**config.mk**
```make
export PLATFORM = sky130hd
export DESIGN_NAME = mem_access_stage
export DESIGN_NICKNAME = d
export VERILOG_FILES = /design/src/rtl/mips_pkg.sv /design/src/rtl/mem_wb_reg.sv /design/src/rtl/mem_access_stage.sv
export SDC_FILE = /design/constraint.sdc
export NUM_CORES = 1
export LEC_CHECK = 0
export ABC_AREA = 1
export CAP_MARGIN = 25
export CELL_PAD_IN_SITES_DETAIL_PLACEMENT = 1
export CELL_PAD_IN_SITES_GLOBAL_PLACEMENT = 1
export CORE_ASPECT_RATIO = 0.8
export CORE_MARGIN = 5
export CORE_UTILIZATION = 21
export DETAILED_ROUTE_END_ITERATION = 12
export GPL_TIMING_DRIVEN = 0
export PLACE_DENSITY_LB_ADDON = 0.1
export SKIP_CTS_REPAIR_TIMING = 1
export SLEW_MARGIN = 25
export SYNTH_ARGS = -nofsm -noshare
export SYNTH_HDL_FRONTEND = slang
export SYNTH_SLANG_ARGS = --single-unit
```
**constraint.sdc**
```tcl
create_clock -name clk -period 2 [get_ports clk]
set_clock_uncertainty 0.1 [all_clocks]
set_input_delay 0.6 -clock clk [delete_from_list [all_inputs] [get_ports clk]]
set_output_delay 0.6 -clock clk [all_outputs]
set_load 0.01 [all_outputs]
```
**src/rtl/mips_pkg.sv**
```systemverilog
// Shared definitions for the MIPS pipeline MEM stage.
package mips_pkg;

  localparam int unsigned XLEN            = 32;
  localparam int unsigned REG_IDX_W       = 5;
  localparam int unsigned TIMEOUT_DEFAULT = 16;

  // Memory-access handshake state.
  typedef enum logic [0:0] {
    ST_IDLE = 1'b0,
    ST_WAIT = 1'b1
  } mem_state_e;

  // MEM/WB pipeline register payload.
  typedef struct packed {
    logic                 reg_write;
    logic                 mem_to_reg;
    logic [XLEN-1:0]      alu_out;
    logic [XLEN-1:0]      read_data;
    logic [REG_IDX_W-1:0] write_reg;
  } mem_wb_t;

endpackage

```
**src/rtl/mem_wb_reg.sv**
```systemverilog
// MEM/WB pipeline register: loads every cycle, or inserts a bubble by
// clearing the control bits while holding the data fields.
module mem_wb_reg
  import mips_pkg::*;
(
  input  logic    i_clk,
  input  logic    i_reset,
  input  logic    i_bubble,
  input  logic    i_load_rdata,
  input  mem_wb_t i_d,
  output mem_wb_t o_q
);

  mem_wb_t r_q;

  // Register update: reset, bubble, or load (read data only on load completion).
  always_ff @(posedge i_clk) begin
    if (i_reset) begin
      r_q <= '0;
    end else if (i_bubble) begin
      r_q.reg_write  <= 1'b0;
      r_q.mem_to_reg <= 1'b0;
    end else begin
      r_q.reg_write  <= i_d.reg_write;
      r_q.mem_to_reg <= i_d.mem_to_reg;
      r_q.alu_out    <= i_d.alu_out;
      r_q.write_reg  <= i_d.write_reg;
      if (i_load_rdata) begin
        r_q.read_data <= i_d.read_data;
      end
    end
  end

  assign o_q = r_q;

endmodule

```
**src/rtl/mem_access_stage.sv**
```systemverilog
// MEM-stage controller: data-memory request/ack handshake with timeout,
// pipeline stall generation and the MEM/WB register.
module mem_access_stage
  import mips_pkg::*;
#(
  parameter int unsigned TIMEOUT = TIMEOUT_DEFAULT,
  parameter int unsigned CW      = 5
) (
  input  logic        clk,
  input  logic        Reset,
  input  logic        RegWriteM,
  input  logic        MemtoRegM,
  input  logic        MemWriteM,
  input  logic [31:0] ALUOutM,
  input  logic [31:0] WriteDataM,
  input  logic [31:0] WriteRegM,
  output logic        MemReq,
  output logic        MemWe,
  output logic [31:0] MemAddr,
  output logic [31:0] MemWData,
  input  logic [31:0] MemRData,
  input  logic        MemAck,
  output logic        StallM,
  output logic        MemErr,
  output logic        RegWriteW,
  output logic        MemtoRegW,
  output logic [31:0] ALUOutW,
  output logic [31:0] ReadDataW,
  output logic [31:0] WriteRegW
);

  mem_state_e    r_state;
  mem_state_e    w_state_nxt;
  logic [CW-1:0] r_cnt;
  logic [CW-1:0] w_cnt_nxt;
  logic          r_mem_err;
  logic          w_access;
  logic          w_req;
  logic          w_abort;
  logic          w_stall;
  logic          w_complete;
  mem_wb_t       w_wb_d;
  mem_wb_t       w_wb_q;
  logic          w_unused_wreg;

  assign w_access = MemtoRegM | MemWriteM;

  // State, timeout counter and error pulse registers.
  always_ff @(posedge clk) begin
    if (Reset) begin
      r_state   <= ST_IDLE;
      r_cnt     <= '0;
      r_mem_err <= 1'b0;
    end else begin
      r_state   <= w_state_nxt;
      r_cnt     <= w_cnt_nxt;
      r_mem_err <= w_abort;
    end
  end

  // Next state, counter and request/abort decode; reset suppresses the request.
  always_comb begin
    w_state_nxt = r_state;
    w_cnt_nxt   = r_cnt;
    w_req       = 1'b0;
    w_abort     = 1'b0;
    case (r_state)
      ST_IDLE: begin
        w_req = w_access;
        if (w_access && !MemAck) begin
          w_state_nxt = ST_WAIT;
          w_cnt_nxt   = CW'(1);
        end
      end
      ST_WAIT: begin
        w_req = 1'b1;
        if (MemAck) begin
          w_state_nxt = ST_IDLE;
          w_cnt_nxt   = '0;
        end else if (r_cnt == CW'(TIMEOUT)) begin
          w_abort     = 1'b1;
          w_state_nxt = ST_IDLE;
          w_cnt_nxt   = '0;
        end else begin
          w_cnt_nxt = r_cnt + CW'(1);
        end
      end
      default: begin
        w_state_nxt = ST_IDLE;
        w_cnt_nxt   = '0;
      end
    endcase
    if (Reset) begin
      w_req   = 1'b0;
      w_abort = 1'b0;
    end
  end

  assign w_complete = w_req & MemAck;
  assign w_stall    = w_req & ~MemAck & ~w_abort;

  assign MemReq   = w_req;
  assign MemWe    = MemWriteM;
  assign MemAddr  = ALUOutM;
  assign MemWData = WriteDataM;
  assign StallM   = w_stall;
  assign MemErr   = r_mem_err;

  // Only the low register-index bits travel down the pipe.
  assign w_unused_wreg = ^WriteRegM[31:REG_IDX_W];

  assign w_wb_d.reg_write  = RegWriteM;
  assign w_wb_d.mem_to_reg = MemtoRegM;
  assign w_wb_d.alu_out    = ALUOutM;
  assign w_wb_d.read_data  = MemRData;
  assign w_wb_d.write_reg  = WriteRegM[REG_IDX_W-1:0];

  mem_wb_reg u_mem_wb_reg (
    .i_clk        (clk),
    .i_reset      (Reset),
    .i_bubble     (w_stall | w_abort),
    .i_load_rdata (w_complete & ~MemWriteM),
    .i_d          (w_wb_d),
    .o_q          (w_wb_q)
  );

  assign RegWriteW = w_wb_q.reg_write;
  assign MemtoRegW = w_wb_q.mem_to_reg;
  assign ALUOutW   = w_wb_q.alu_out;
  assign ReadDataW = w_wb_q.read_data;
  assign WriteRegW = 32'(w_wb_q.write_reg);

endmodule

```
==> run summary <==
Worst Setup End Kind: primary output
GRT Util Overall: 13.01%
Yosys top cell area share: 43.08%
Worst slack, placed: -1.269 ns
CTS tree: built
Count leader, synth: buf_4
Required time worst endpoint: 1.30 ns
Critical path class: reg -> out
CTS Buf Count: 9
WHS Endpoint: u_mem_wb_reg.o_q[36]
Vias: 3829
Worst R2R End: u_mem_wb_reg.o_q[27]
Pwr/cell area: 652.7 nW/µm²
Unrepaired setup endpoints after global routing: true
Die Span Y: 127.5 µm
Final setup violation count: 1
Drt first-iter violations: 109
Fill count: 2049
Tot Pwr: 4.309 mW
Placed Area: 6126 µm²
Port Buffers: 212
Area of the multi-input gates: 1316 µm²
Seq/Total Area, Yosys: 43.08%
Starting density of the core: 21.12%
Peak supply drop: 0.3683 mV
Clk sinks: 78
Synth top cells by count: buf_4 (95), nor2_1 (80), dfxtp_1 (78), nand2_1 (43), a21oi_1 (37)
Layout cells sized above 1: 27.09%
Synth Instances: 459
H-tree levels: 3
Vias per cell: 4.005
Asr flop ratio synth: 0%
Failing checks: negative setup slack
Gr ovfl total: 0
Total of max-cap violations: 0
Nets: 862
Largest net degree at the start of global routing: 14
Warnings from Yosys: 0
Worst setup margin: -0.2244 ns
FF+latch count, synth: 78
Worst-path clk slew: 0.06 ns
Root Buffer: clkbuf_16
Critical Path AT: 1.52 ns
# diodes: 0
Antenna violations before repair: 0
Die width: 156.9 µm
First-pass GRT wire length: 20560 µm
DR WL/cell: 14.45 µm
Synth area leaders: dfxtp_1 (43%), buf_4 (20%), nor2_1 (8.3%)
CP Max Fanout: 3
Min cycle time layout: 2.224 ns
Flop-to-flop setup slack: 0.52 ns
FMAX: 449.6 MHz
FP Rows: 43
Hold/Removal Path Class: reg -> reg
Post-route DRC: 0
Run status: finished, violations left
Drt first pass iters: 4
Final Cycle Share: 111.2%
Synth area leader: dfxtp_1
Mapped Area: 3625 µm²
Sequential Area: 1568 µm²
Final Hold Viols: 0
Crit start category: flip-flop
Area Overhead vs Synth: 82.15%
Final Cell Area: 6603 µm²
Post-synth cell types: 25
R2r startpoint: r_state
LEAKAGE: 3.124 nW
Hold Path Origin: u_mem_wb_reg.o_q[36]
Worst Hold Depth: 2
Antenna viol nets, final: 0
Synth Area per Inst: 7.897 µm²
Main synth FF type: dfxtp_1
Worst r2r path cells: 10
DIE AREA: 20000 µm²
Core area: 17160 µm²
Post-DP HPWL: 10910 µm
Skew-Pair Late Insertion Delay: 0.33 ns
Io pins: 300
EDFF count, synth: 0
DRT Wirelength: 13820 µm
Vias in the first global route: 4025
CTS max path bufs: 2
Gpl congestion: 0.7404
Max Slew Vio Count: 0
[critical path: stages (launching register included)]
cell     delay, ns
dfxtp_2       0.34
inv_2         0.08
ha_4          0.13
nand2_4       0.05
nor3_4        0.21
and3_4        0.22
nor2_2        0.03
buf_2         0.13
[sequential cells by signal, indices dropped and copies added, names as in the netlist]
| name | cells |
|---|---|
| r_state | 1 |
| u_mem_wb_reg.o_q | 71 |
| r_cnt | 5 |
| MemErr | 1 |
[cell usage in the layout (no fill, tap or decap), drive strengths merged]
cell,instances
nand2,44
clkdlybuf4s50,141
nand3,4
nor2,81
xor2,1
bufinv,1
clkinvlp,3
inv,12
a21oi,37
clkbuf,52
xnor2,1
dfxtp,78
and3,1
o21ai,39
conb,27
nor3,2
buf,135
dlymetal6s2s,34
clkinv,1
nor3b,1
nand4,34
ha,2
[how the worst max path moves through the flow]
stage / slack [ns] / depth (start not counted) / end / start
after global placement: -1.26 / 9 / StallM / MemWriteM
after floorplan: 0.006 / 6 / StallM / MemAck
after CTS: -1.27 / 9 / StallM / MemWriteM
after global routing: -0.29 / 7 / StallM / r_cnt[0]
after detailed placement: -1.27 / 9 / StallM / MemWriteM
final: -0.22 / 7 / StallM / r_cnt[0]
[kinds of logic (layout without fill, tap and decap cells)]
kind of cell / count (synthesis) / after routing / share of synthesized area [%]
compound gates: 76 / 76 / 10.49
buf+inv: 133 / 379 / 24.71
flops: 78 / 78 / 43.08
xor+xnor: 2 / 2 / 0.4833
other cells: 1 / 27 / 0.1035
simple gates: 167 / 167 / 20.43
fa+ha+maj: 2 / 2 / 0.6903
[power breakdown]
group          internal [mW]  switching (mW)
combinational          0.545           0.407
clock                   1.03           0.647
sequential              1.64          0.0422
[per-stage QoR]
stage,utilization [%],cells,TNS (ns),hold slack [ns]
after floorplan,-,485,0,0.3687
after global placement,35.69,922,-35.54,0.3517
after detailed placement,35.69,922,-36.99,0.3563
after CTS,37.50,938,-17.86,0.3662
after global routing,38.47,956,-0.3221,0.3835
final,38.47,956,-0.2244,0.3644
[area by class of cell]
cell class,count,area share [%]
buffer,121,13.21
clock buffer,11,3.828
clock inverter,5,0.8717
inverter,12,0.9854
multi-input combinational,274,19.94
sequential,78,23.74
tap,225,4.264
timing repair buffer,230,33.16
[per-layer routing]
| metal | vias to the layer above | track usage (%) | routed length, µm |
|---|---|---|---|
| met5 | - | 0 | 0 |
| met4 | 0 | 3.316 | 129 |
| met3 | 13 | 7.010 | 1635 |
| met2 | 155 | 21.22 | 6498 |
| met1 | 1737 | 14.95 | 5551 |
| li1 | 1924 | - | - |
No activity file was read; power rests on OpenSTA's default activity.
==> edit 1 (same flow settings) <==
Change the parameter `CW` from 5 to 10.
--- a/src/rtl/mem_access_stage.sv
+++ b/src/rtl/mem_access_stage.sv
@@ -4,7 +4,7 @@
   import mips_pkg::*;
 #(
   parameter int unsigned TIMEOUT = TIMEOUT_DEFAULT,
-  parameter int unsigned CW      = 5
+  parameter int unsigned CW      = 10
 ) (
   input  logic        clk,
   input  logic        Reset,
Behaviour: same outputs for any inputs over 4 cycles, from zero or initial values and one cycle with Reset high; that may be too few to reach the edited logic, so the function may still have changed.
==> edit 1 against the unedited design <==
The flow still finishes with violations (negative setup slack). Via count up 7.2%. First-iteration DRC count rose by 15%. Non-clock buffer count is 14 lower. Worst hold slack lost 0.0033 ns. Final area up 7.4%. Worst setup slack lost 0.0051 ns. Routed wire length grew 9.4%. Fmax is 0.23% lower. Register-to-register slack got worse by 0.07 ns. Sequential cell count up 5. Die area is 12% higher. Power grew 2.7%. Synthesized area grew 13%. Largest cell class unchanged. Largest power group unchanged.
==> edit 1: results <==
# TYPE chip_impl_metric gauge
chip_impl_info{name="outcome",value="finished with violations"} 1
chip_impl_info{name="violations",value="negative setup slack"} 1
chip_impl_metric{name="number_of_drc_violations_after_detailed_routing_iteration_0",unit=""} 125
chip_impl_metric{name="timing.critical_path.fanout_max",unit=""} 5
chip_impl_info{name="synth.top_cells.by_area",value="sky130_fd_sc_hd__dfxtp_1 41%, sky130_fd_sc_hd__buf_4 18%, sky130_fd_sc_hd__nand2_1 9.0%"} 1
chip_impl_info{name="timing.hold.worst.class",value="reg -> reg"} 1
chip_impl_metric{name="route.detailed.vias_per_inst",unit=""} 4.02
chip_impl_metric{name="hpwl",unit="um"} 12000
chip_impl_metric{name="setup_violations",unit=""} 2
chip_impl_metric{name="placement.io_buffers",unit=""} 213
chip_impl_metric{name="clock_insertion_delay_worst_skew",unit="ns"} 0.35
chip_impl_metric{name="synthesis.instances",unit=""} 500
chip_impl_metric{name="dpl_cell_area",unit="um^2"} 6640
chip_impl_metric{name="dpl_worst_slack",unit="ns"} -1.24
chip_impl_metric{name="max-vdd-ir-drop",unit="V"} 0.000293
chip_impl_metric{name="synthDistinctLibCells",unit=""} 31
chip_impl_info{name="synth_top_cells_by_count",value="98 x sky130_fd_sc_hd__nand2_1, 96 x sky130_fd_sc_hd__buf_4, 83 x sky130_fd_sc_hd__dfxtp_1, 47 x sky130_fd_sc_hd__a21oi_1, 37 x sky130_fd_sc_hd__nand3_1"} 1
chip_impl_metric{name="final_critical_path_setup_slack",unit="ns"} -0.229
chip_impl_metric{name="gr-usage-all-layers",unit="%"} 13.0
chip_impl_metric{name="finalSetupTns",unit="ns"} -0.304
chip_impl_metric{name="seq_area_frac_synth",unit="%"} 40.7
chip_impl_metric{name="final_antenna_net_count",unit=""} 0
chip_impl_metric{name="first_global_vias",unit=""} 4395
chip_impl_metric{name="stdcell_count",unit=""} 1021
chip_impl_metric{name="final_layout_size_suffix_gt1_share",unit="%"} 32.8
chip_impl_metric{name="leakagePower",unit="nW"} 3.63
chip_impl_metric{name="gpl.final_weighted_congestion",unit=""} 0.740
chip_impl_metric{name="fin_nets",unit=""} 894
chip_impl_metric{name="max_stage_delay",unit="ns"} 0.37
chip_impl_metric{name="h-tree-depth",unit=""} 3
chip_impl_metric{name="wire_length_of_the_first_global_routing_pass",unit="um"} 23400
edit 1: cell count changes in the layout (fill, tap and decap cells not counted), moves of 8 or more:
cell	delta
sky130_fd_sc_hd__nand2_2	+32
sky130_fd_sc_hd__buf_4	-8
sky130_fd_sc_hd__nand2_1	+56
sky130_fd_sc_hd__o21ai_0	-32
sky130_fd_sc_hd__a21oi_1	+10
sky130_fd_sc_hd__nand4_1	-31
sky130_fd_sc_hd__dlymetal6s2s_1	+34
sky130_fd_sc_hd__clkdlybuf4s50_1	-29
sky130_fd_sc_hd__nor2_1	-65
sky130_fd_sc_hd__a21oi_2	+30
sky130_fd_sc_hd__nand3_1	+32
edit 1: cell families (layout without fill, tap and decap cells):
family	Yosys count	in the layout	share of synthesized area (%)
other cells	1	27	0.0918
simple gates	195	195	22.2
compound gates	83	83	13.1
xor+xnor	2	2	0.429
fa+ha+maj	2	2	0.613
buf+inv	134	371	22.9
flops	83	83	40.7
edit 1: layer usage:
| layer | vias up | wire [um] | global-route usage (%) |
|---|---|---|---|
| met5 | - | 7 | 0 |
| met4 | 2 | 165 | 2.98 |
| met3 | 15 | 1670 | 7.46 |
| met2 | 161 | 7230 | 21.8 |
| met1 | 1926 | 6050 | 14.5 |
| li1 | 2002 | - | - |
edit 1: worst paths after layout:
path	from	endpoint	slack (ns)	cells after the start
worst max-delay path	r_cnt[4]$_SDFFE_PP0P_	StallM	-0.23	6
worst max register to register	r_state$_SDFF_PP0_	u_mem_wb_reg.o_q[19]$_SDFFE_PP0P_	0.45	9
worst min-delay path	u_mem_wb_reg.o_q[65]$_SDFFE_PP0N_	u_mem_wb_reg.o_q[65]$_SDFFE_PP0N_	0.36	2
worst min register to register	u_mem_wb_reg.o_q[65]$_SDFFE_PP0N_	u_mem_wb_reg.o_q[65]$_SDFFE_PP0N_	0.36	2
edit 1: layout make-up:
cell class	instances	area, um^2
Buffer	116	876
Clock buffer	11	243
Clock inverter	5	52.6
Fill cell	2284	11900
Inverter	18	77.6
Multi-Input combinational cell	309	1640
Sequential cell	83	1670
Tap cell	258	323
Timing Repair Buffer	221	2210
edit 1: critical path: cells and delay by family, from the launching register on:
kind | cells | cell delay (ns)
AND/OR/NAND/NOR | 4 | 0.62
flip-flops | 1 | 0.37
buffers and inverters | 2 | 0.19
edit 1: where the power goes:
group          switching [mW]  internal (mW)  total [mW]
sequential             0.0459           1.73        1.77
combinational           0.420          0.533       0.953
clock                   0.703          0.996        1.70
==> edit 2 (config.mk and constraints unchanged) <==
Without the edit above. Make the reset (`Reset` and `i_reset`) asynchronous in 2 clocked blocks.
--- a/src/rtl/mem_wb_reg.sv
+++ b/src/rtl/mem_wb_reg.sv
@@ -14,7 +14,7 @@
   mem_wb_t r_q;
 
   // Register update: reset, bubble, or load (read data only on load completion).
-  always_ff @(posedge i_clk) begin
+  always_ff @(posedge i_clk or posedge i_reset) begin
     if (i_reset) begin
       r_q <= '0;
     end else if (i_bubble) begin
--- a/src/rtl/mem_access_stage.sv
+++ b/src/rtl/mem_access_stage.sv
@@ -46,7 +46,7 @@
   assign w_access = MemtoRegM | MemWriteM;
 
   // State, timeout counter and error pulse registers.
-  always_ff @(posedge clk) begin
+  always_ff @(posedge clk or posedge Reset) begin
     if (Reset) begin
       r_state   <= ST_IDLE;
       r_cnt     <= '0;
Behaviour: differs if Reset is asserted again (counterexample within 4 cycles, from zero or initial values and one cycle with Reset high); with Reset held inactive, the same outputs for 4 cycles.
==> edit 2 against the unedited design <==
The flow still finishes with violations (negative setup slack). Count of clock-buffer cells in the layout is the same. Worst hold slack lost 0.060 ns. Sequential cell count is the same. Final area grew 9.5%. Worst setup slack lost 0.011 ns. Fmax shrank 0.51%. Die area grew 11%. Sequential share of layout area grew 3.2 points. Synthesized area grew 12%. Routed wire length shrank 0.98%. Power grew 19%. Critical path type unchanged.
==> edit 2: results <==
# TYPE chip_impl_metric gauge
chip_impl_metric{name="grtUsageMet2",unit="%"} 17.6
chip_impl_metric{name="stdcell_count",unit=""} 977
chip_impl_info{name="top_layer",value="met5"} 1
chip_impl_metric{name="synth_xor_xnor_area_share",unit="%"} 0.433
chip_impl_info{name="critical_path.slowest_cell",value="sky130_fd_sc_hd__dfrtp_1"} 1
chip_impl_metric{name="antenna_found_initial",unit=""} 1
chip_impl_info{name="cpLargestDelayFamily",value="flip-flops"} 1
chip_impl_metric{name="synth-compound-area-share",unit="%"} 12.6
chip_impl_metric{name="globalRouteMet1Util",unit="%"} 13.9
chip_impl_info{name="violations",value="negative setup slack"} 1
chip_impl_metric{name="max_stage_delay",unit="ns"} 0.42
chip_impl_metric{name="gr-usage-all-layers",unit="%"} 11.5
chip_impl_metric{name="synthAdderAreaFrac",unit="%"} 0.618
chip_impl_metric{name="synthDistinctLibCells",unit=""} 23
chip_impl_metric{name="leakagePower",unit="nW"} 4.21
chip_impl_metric{name="wire_length_of_the_first_global_routing_pass",unit="um"} 20100
chip_impl_metric{name="final.hold.worst_slack",unit="ns"} 0.304
chip_impl_metric{name="wl_met1",unit="um"} 5560
chip_impl_metric{name="synthesis.instances",unit=""} 441
chip_impl_metric{name="synth_async_sr_flop_share",unit="%"} 100
chip_impl_metric{name="hpwl",unit="um"} 10800
chip_impl_metric{name="first_global_vias",unit=""} 3738
chip_impl_metric{name="route.detailed.vias_per_inst",unit=""} 3.70
chip_impl_metric{name="final_critical_path_setup_slack",unit="ns"} -0.236
chip_impl_metric{name="globalRouteMet3Util",unit="%"} 6.67
chip_impl_info{name="outcome",value="finished with violations"} 1
chip_impl_metric{name="route.met3.wl",unit="um"} 1730
chip_impl_metric{name="number_of_drc_violations_after_detailed_routing_iteration_0",unit=""} 95
chip_impl_metric{name="fin_nets",unit=""} 850
chip_impl_metric{name="setup_violations",unit=""} 1
chip_impl_metric{name="max-vdd-ir-drop",unit="V"} 0.000351
chip_impl_metric{name="final_layout_size_suffix_gt1_share",unit="%"} 32.3
chip_impl_info{name="crit_start",value="r_cnt[0]$_DFFE_PP0P_"} 1
chip_impl_metric{name="gpl.final_weighted_congestion",unit=""} 0.758
chip_impl_info{name="worstReg2RegStart",value="r_state$_DFF_PP0_"} 1
chip_impl_metric{name="finalSetupTns",unit="ns"} -0.236
chip_impl_metric{name="grt_start_max_net_pins",unit=""} 27
chip_impl_metric{name="route.met2.wl",unit="um"} 6260
chip_impl_metric{name="dpl_worst_slack",unit="ns"} -1.33
chip_impl_info{name="synth.top_cells.by_area",value="sky130_fd_sc_hd__dfrtp_1 48%, sky130_fd_sc_hd__buf_4 17%, sky130_fd_sc_hd__nand2_1 7.4%"} 1
edit 2: layout make-up:
cell class / count / area (um^2)
fillers: 2198 / 11700
multi-input cells: 202 / 1130
plain buffers: 106 / 848
flip-flops and latches: 78 / 1950
well taps: 258 / 323
inverters: 81 / 310
clock buffers: 11 / 253
repair buffers: 236 / 2360
clock inverters: 5 / 57.6
edit 2: final timing paths:
| path | to | cells past startpoint |
|---|---|---|
| setup / recovery | StallM | 6 |
| hold / removal | r_state$_DFF_PP0_ | 4 |
| setup reg to reg | u_mem_wb_reg.o_q[67]$_DFFE_PP0N_ | 5 |
| hold reg to reg | u_mem_wb_reg.o_q[22]$_DFFE_PP0P_ | 2 |
| max in group asynchronous | u_mem_wb_reg.o_q[60]$_DFFE_PP0N_ | 7 |
| min in group clk | u_mem_wb_reg.o_q[22]$_DFFE_PP0P_ | 2 |
edit 2: report_power, final:
| part | internal (mW) | switching (mW) |
|---|---|---|
| clock network | 1.03 | 0.665 |
| logic | 0.847 | 0.659 |
| registers | 1.78 | 0.122 |
